--- src/rtl/ktour_pkg.sv ---
// Shared Knight's Tour host definitions: sequencer states, error codes and
// command-word field constants.
package ktour_pkg;

    typedef enum logic [1:0] {
        SEQ_IDLE      = 2'd0,
        SEQ_SEND      = 2'd1,
        SEQ_WAIT_SENT = 2'd2,
        SEQ_WAIT_RESP = 2'd3
    } seq_state_t;

    localparam logic [1:0] ERR_NONE    = 2'b00;
    localparam logic [1:0] ERR_RESP    = 2'b01;
    localparam logic [1:0] ERR_TIMEOUT = 2'b10;

    localparam logic [3:0] OP_CAL      = 4'h0;
    localparam logic [3:0] OP_MOVE     = 4'h2;
    localparam logic [3:0] OP_MOVE_FAN = 4'h3;

    localparam logic [7:0] HEAD_N = 8'h00;
    localparam logic [7:0] HEAD_W = 8'h3F;
    localparam logic [7:0] HEAD_S = 8'h7F;
    localparam logic [7:0] HEAD_E = 8'hBF;

    // Command word layout: [15:12] opcode, [11:4] heading, [3:0] squares.
    function automatic logic [15:0] make_cmd(input logic [3:0] op, input logic [7:0] heading,
                                             input logic [3:0] squares);
        return {op, heading, squares};
    endfunction

endpackage

--- src/rtl/cmd_fifo.sv ---
// Synchronous command FIFO. Pointers carry one extra wrap bit so full and
// empty are distinguished without a counter. Read data is registered on pop.
module cmd_fifo
    import ktour_pkg::*;
#(
    parameter int unsigned DEPTH = 8,
    parameter int unsigned WIDTH = 16
) (
    input  logic             clk,
    input  logic             rst_n,
    input  logic             push,
    input  logic [WIDTH-1:0] wdata,
    input  logic             pop,
    output logic [WIDTH-1:0] rdata,
    output logic             full,
    output logic             empty
);

    localparam int unsigned AW = $clog2(DEPTH);

    logic [AW:0]      wptr_q;
    logic [AW:0]      rptr_q;
    logic [WIDTH-1:0] mem_q [DEPTH];
    logic [WIDTH-1:0] rdata_q;
    logic             do_wr;
    logic             do_rd;

    assign empty = (wptr_q == rptr_q);
    assign full  = (wptr_q[AW] != rptr_q[AW]) && (wptr_q[AW-1:0] == rptr_q[AW-1:0]);

    // A push into a full FIFO only lands if a pop frees a slot the same cycle.
    assign do_rd = pop && !empty;
    assign do_wr = push && (!full || do_rd);
    assign rdata = rdata_q;

    // Pointer and read-data registers.
    always_ff @(posedge clk) begin
        if (!rst_n) begin
            wptr_q  <= '0;
            rptr_q  <= '0;
            rdata_q <= '0;
        end else begin
            if (do_wr) begin
                wptr_q <= wptr_q + 1'b1;
            end
            if (do_rd) begin
                rptr_q  <= rptr_q + 1'b1;
                rdata_q <= mem_q[rptr_q[AW-1:0]];
            end
        end
    end

    // Storage array; contents need no reset since pointers gate every read.
    always_ff @(posedge clk) begin
        if (do_wr) begin
            mem_q[wptr_q[AW-1:0]] <= wdata;
        end
    end

endmodule

--- src/rtl/cmd_sequencer.sv ---
// Host-side command sequencer in front of RemoteComm: queues 16-bit Knight
// commands, issues them one at a time and checks each for the ACK byte.
module cmd_sequencer
    import ktour_pkg::*;
#(
    parameter int unsigned DEPTH       = 8,
    parameter logic [23:0] TIMEOUT_CYC = 24'd10_000_000,
    parameter logic [7:0]  ACK         = 8'hA5
) (
    input  logic        clk,
    input  logic        rst_n,
    input  logic        push,
    input  logic [15:0] push_cmd,
    output logic        full,
    output logic        empty,
    output logic [15:0] cmd,
    output logic        send_cmd,
    input  logic        cmd_sent,
    input  logic        resp_rdy,
    input  logic [7:0]  resp,
    output logic        busy,
    output logic [7:0]  done_cnt,
    output logic        err,
    output logic [1:0]  err_code,
    input  logic        clr_err
);

    localparam logic [1:0] IDLE      = SEQ_IDLE;
    localparam logic [1:0] SEND      = SEQ_SEND;
    localparam logic [1:0] WAIT_SENT = SEQ_WAIT_SENT;
    localparam logic [1:0] WAIT_RESP = SEQ_WAIT_RESP;

    localparam logic [23:0] TIMER_LIMIT = TIMEOUT_CYC - 24'd1;

    logic [1:0]  state_q, state_d;
    logic [23:0] timer_q, timer_d;
    logic [7:0]  done_q, done_d;
    logic        err_q, err_d;
    logic [1:0]  code_q, code_d;
    logic        send_q, send_d;
    logic        busy_q, busy_d;
    logic        pop;

    cmd_fifo #(
        .DEPTH (DEPTH),
        .WIDTH (16)
    ) u_fifo (
        .clk   (clk),
        .rst_n (rst_n),
        .push  (push),
        .wdata (push_cmd),
        .pop   (pop),
        .rdata (cmd),
        .full  (full),
        .empty (empty)
    );

    // Next-state logic for the FSM, response timer, ack counter and error flag.
    always_comb begin
        state_d = state_q;
        timer_d = timer_q;
        done_d  = done_q;
        err_d   = err_q;
        code_d  = code_q;
        send_d  = 1'b0;
        pop     = 1'b0;

        // Clear first so an error raised below in the same cycle takes priority.
        if (clr_err) begin
            err_d  = 1'b0;
            code_d = ERR_NONE;
        end

        case (state_q)
            IDLE: begin
                if (!empty && !err_q) begin
                    pop     = 1'b1;
                    send_d  = 1'b1;
                    state_d = SEND;
                end
            end
            SEND: begin
                state_d = WAIT_SENT;
            end
            WAIT_SENT: begin
                if (cmd_sent) begin
                    timer_d = '0;
                    state_d = WAIT_RESP;
                end
            end
            WAIT_RESP: begin
                timer_d = timer_q + 24'd1;
                // A response on the limit cycle beats the timeout.
                if (resp_rdy) begin
                    state_d = IDLE;
                    if (resp == ACK) begin
                        done_d = done_q + 8'd1;
                    end else begin
                        err_d  = 1'b1;
                        code_d = ERR_RESP;
                    end
                end else if (timer_q == TIMER_LIMIT) begin
                    state_d = IDLE;
                    err_d   = 1'b1;
                    code_d  = ERR_TIMEOUT;
                end
            end
            default: begin
                state_d = IDLE;
            end
        endcase

        busy_d = (state_d != IDLE);
    end

    // State and output registers, synchronously reset.
    always_ff @(posedge clk) begin
        if (!rst_n) begin
            state_q <= IDLE;
            timer_q <= '0;
            done_q  <= '0;
            err_q   <= 1'b0;
            code_q  <= ERR_NONE;
            send_q  <= 1'b0;
            busy_q  <= 1'b0;
        end else begin
            state_q <= state_d;
            timer_q <= timer_d;
            done_q  <= done_d;
            err_q   <= err_d;
            code_q  <= code_d;
            send_q  <= send_d;
            busy_q  <= busy_d;
        end
    end

    assign send_cmd = send_q;
    assign busy     = busy_q;
    assign done_cnt = done_q;
    assign err      = err_q;
    assign err_code = code_q;

endmodule

--- config.mk ---
export PLATFORM = sky130hd
export DESIGN_NAME = cmd_sequencer
export DESIGN_NICKNAME = d
export VERILOG_FILES = /design/src/rtl/ktour_pkg.sv /design/src/rtl/cmd_fifo.sv /design/src/rtl/cmd_sequencer.sv
export SDC_FILE = /design/constraint.sdc
export NUM_CORES = 1
export LEC_CHECK = 0
export ABC_CLOCK_PERIOD_IN_PS = 7500
export BUFFER_PORTS_ARGS = -buffer_cell sky130_fd_sc_hd__buf_4
export CORE_MARGIN = 2
export CORE_UTILIZATION = 55
export CTS_CLUSTER_SIZE = 14
export DETAILED_ROUTE_END_ITERATION = 10
export PLACE_DENSITY_LB_ADDON = 0.12
export RECOVER_POWER = 50
export SYNTH_ARGS = -nofsm -noshare
export SYNTH_HDL_FRONTEND = slang
export SYNTH_HIERARCHICAL = 1
export SYNTH_SLANG_ARGS = --single-unit
export TNS_END_PERCENT = 50
--- constraint.sdc ---
create_clock -name clk -period 7.5 [get_ports clk]
set_input_delay 1.5 -clock clk [delete_from_list [all_inputs] [get_ports clk]]
set_output_delay 1.5 -clock clk [all_outputs]
set_load 0.05 [all_outputs]
==> results.toml <==
[grt]
global_route.usage.total = 0.211
met2_use_gr = 0.348
grt.met3_usage = 0.0442
grt_overflow_total = 0
groute.layer.met1.usage = 0.278
grt_most_used_layer = "met2"
grt_start_max_net_pins = 52
first_pass_grt_wire_length_microns = 25400
antenna_found_initial = 0
first_global_vias = 4924

[setup_path]
critical_path_s_top_delay_family = "buffers and inverters"
critical_path.endpoint_type = "flop"
critical_path.cell_chain = "clkbuf_1 > clkinv_1 > o41ai_1"
crit_path_max_fanout = 51
cp_slowest_cell = "sky130_fd_sc_hd__clkbuf_1"
worstSetupPathType = "primary input to flop"
crit_path_max_cell_delay_ns = 1.56
crit_arrival_ns = 5.12
critPathRequiredTime_ns = 7.81
start_kind = "primary input"
critical_path.n_buffers_inverters = 2

[sta]
setup_ws_final_ns = 2.69
final_max_slew_viol_count = 52
finalSetupViolations = 0
clock.fmax_ghz = 0.208
totalNegativeSetupSlack_ns = 0
worst_clock_skew_ns = 0.0116
grt_setup_unrepaired = "no"
min_period_over_period = 0.642
slew_at_the_pin_closest_to_its_max_slew_limit_ns = 2.24
min_clock_period_post_route_ns = 4.81
timing.max_slew.rel_slack = -0.495
hold_viol = 0

[worst_hold_path]
worstHoldPathType = "flop to flop"

[drt]
routed-via-count = 4811
drt_pass1_iterations = 5
detail_route.iter0.violations = 376
wirelength_microns = 15500
drt-vias-per-instance = 6.01
antenna_violating_nets_post_route = 0
average_routed_wire_per_standard_cell_microns = 19.4
drc = 0

[power_and_ir_drop]
power.share.clock = 0.364
share_comb_of_total_power = 0.168
vdd_drop_max_uv = 180
switching_power_w = 0.000726
cell_internal_pwr_w = 0.00190
flop_pwr_share = 0.469
sw_frac_of_total = 0.276
leakage_nw = 2.91
power-per-cell-area_nw_per_um2 = 291

[logic_synthesis]
syn-mean-instance-area_sq_um = 14.6
yosys-top-cells-count = "128 x sky130_fd_sc_hd__edfxtp_1, 63 x sky130_fd_sc_hd__dfxtp_1, 32 x sky130_fd_sc_hd__mux4_2"
yosys.cell_types.count = 64
synth_top_area_frac = 0.480
synthCells = 547
yosysMostFrequentCell = "sky130_fd_sc_hd__edfxtp_1"
synthDominantAreaCellType = "sky130_fd_sc_hd__edfxtp_1"
asyncSetResetFlopFracSynth = 0
synthFlopType = "sky130_fd_sc_hd__edfxtp_1"
synthTopCellsByArea = "sky130_fd_sc_hd__edfxtp_1 48%, sky130_fd_sc_hd__dfxtp_1 16%, sky130_fd_sc_hd__mux4_2 9.0%"
synth_seq_area_share = 0.638
postSynthNetCount = 581
synthesized_flop_and_latch_total = 191
post_synth_edffs = 128
synth-warning-count = 6
netlist_area_sq_um = 8000

[clock_tree]
clk_latency_ns = 0.43
postCtsHoldBufs = 0
cts.htree.levels = 4
tritoncts_clock_tree = "built"
cts_post_setup_buffers_inserted = 0
clk_pin_slew_worst_paths_ns = 0.07
cts-root-to-sink-buffers = 2
clockRootBuffer = "sky130_fd_sc_hd__clkbuf_16"
cts_resized = 0
numCtsBuffers = 17
cts_sink_cnt = 191

[run_status]
status = "finished, violations left"
violations = "max-capacitance violations, max-slew violations"

[cells_and_area]
n_fill_cell = 1114
final_layout_size_suffix_gt1_frac = 0.191
areaGrowthSynthToFinish_pct = 12.9
antennaDiodeCount = 0
finish.net_count = 638

[floorplanning]
chipHeight_microns = 125
die_width_microns = 125
std_cell_rows = 44
num_io_pins = 61
design.die.area_sq_um = 15500
fp.coreArea_sq_um = 14400
initial_utilization = 0.557

[run]
drv_cap = 1

[placement]
place.detailed.hpwl_microns = 9270
port_buffers = 60
final_weighted_congestion_in_routability_driven_placement = 0.796
preCtsSetupSlack_ns = 4.07
-- cell usage in the layout, fill, tap and decap left out, drive strengths merged, types with 4 or more instances in the layout --
cell type  synthesis  routed
nand4             16      16
nand2b            12      12
and3               6       6
mux2i             31      31
bufinv             0       4
nor2              21      21
edfxtp           128     128
nor3              11      11
a21oi             34      34
xnor2              6       6
a31oi              5       5
nand2             30      30
nor4               8       8
buf               22      25
o41ai              5       5
o21ai             23      23
ha                 4       4
dfxtp             63      63
clkbuf            11      67
inv               13      17
nand3             17      17
mux4              32      32
-- path summary, 6_finish.rpt --
kind                          from                   to  slack (ns)  depth (start not counted)
hold / removal         done_cnt[7]          done_cnt[7]        0.48                          2
setup reg to reg  u_fifo/wptr_q[0]  u_fifo/mem_q[0][14]        4.17                          7
hold reg to reg        done_cnt[7]          done_cnt[7]        0.48                          2
setup / recovery             rst_n          timer_q[13]        2.69                          3
-- worst register-to-register path: stages, from the launching register on --
cell and delay (ns):
sky130_fd_sc_hd__dfxtp_1 0.66, sky130_fd_sc_hd__xnor2_4 0.14, sky130_fd_sc_hd__nand3_1 0.10, sky130_fd_sc_hd__nor2_1 0.08
sky130_fd_sc_hd__nor4_1 0.64, sky130_fd_sc_hd__o21ai_2 0.28, sky130_fd_sc_hd__nor4_2 0.75, sky130_fd_sc_hd__buf_4 0.37
-- metrics by stage --
| step | hold slack, ns | area, sq um | cells | util | power (W) |
|---|---|---|---|---|---|
| 2_1_floorplan | 0.438 | 8000 | 547 | - | 0.00162 |
| 3_3_place_gp | 0.459 | 8580 | 769 | 0.597 | 0.00172 |
| 3_5_place_dp | 0.468 | 8580 | 769 | 0.597 | 0.00173 |
| 4_1_cts | 0.476 | 9210 | 801 | 0.641 | 0.00268 |
| 5_1_grt | 0.497 | 9030 | 801 | 0.629 | 0.00273 |
| 6_report | 0.475 | 9030 | 801 | 0.629 | 0.00263 |
-- area by class of cell --
type	instances	area [sq um]	share of cell area
clock buffers	21	450	0.0499
clock inverters	11	178	0.0197
inverters	14	52.6	0.00582
multi-input cells	309	2660	0.294
flip-flops and latches	191	5110	0.565
well taps	184	230	0.0255
repair buffers	71	360	0.0399
-- power groups by stage --
stage                     sequential (W)  combinational (W)  clock, W
final                            0.00123           0.000441  0.000956
after global routing             0.00124           0.000477   0.00102
after CTS                        0.00123           0.000477  0.000971
after detailed placement         0.00125           0.000476         0
after global placement           0.00125           0.000469         0
after floorplan                  0.00133           0.000290         0
-- state kept, by name, indices dropped and copies added, names as in the netlist --
name / flops
u_fifo/mem_q: 128
timer_q: 24
u_fifo/rdata: 16
done_cnt: 8
u_fifo/rptr_q: 4
u_fifo/wptr_q: 4
err_code: 2
state_q: 2
busy: 1
err: 1
send_cmd: 1
-- routing by layer --
layer / routed length, microns / share of wire
met1: 6690 / 0.43
met2: 7880 / 0.51
met4: 310 / 0.020
met5: 0 / 0
met3: 630 / 0.041
-- logic make-up (layout without fill, tap and decap cells) --
family	Yosys count	after routing	share of synthesized area
flops	191	191	0.638
simple gates	144	144	0.103
compound gates	88	88	0.0722
mux	64	64	0.130
buf+inv	47	117	0.0332
xor+xnor	9	9	0.0169
fa+ha+maj	4	4	0.00626
No activity file was read; power rests on OpenSTA's default activity.
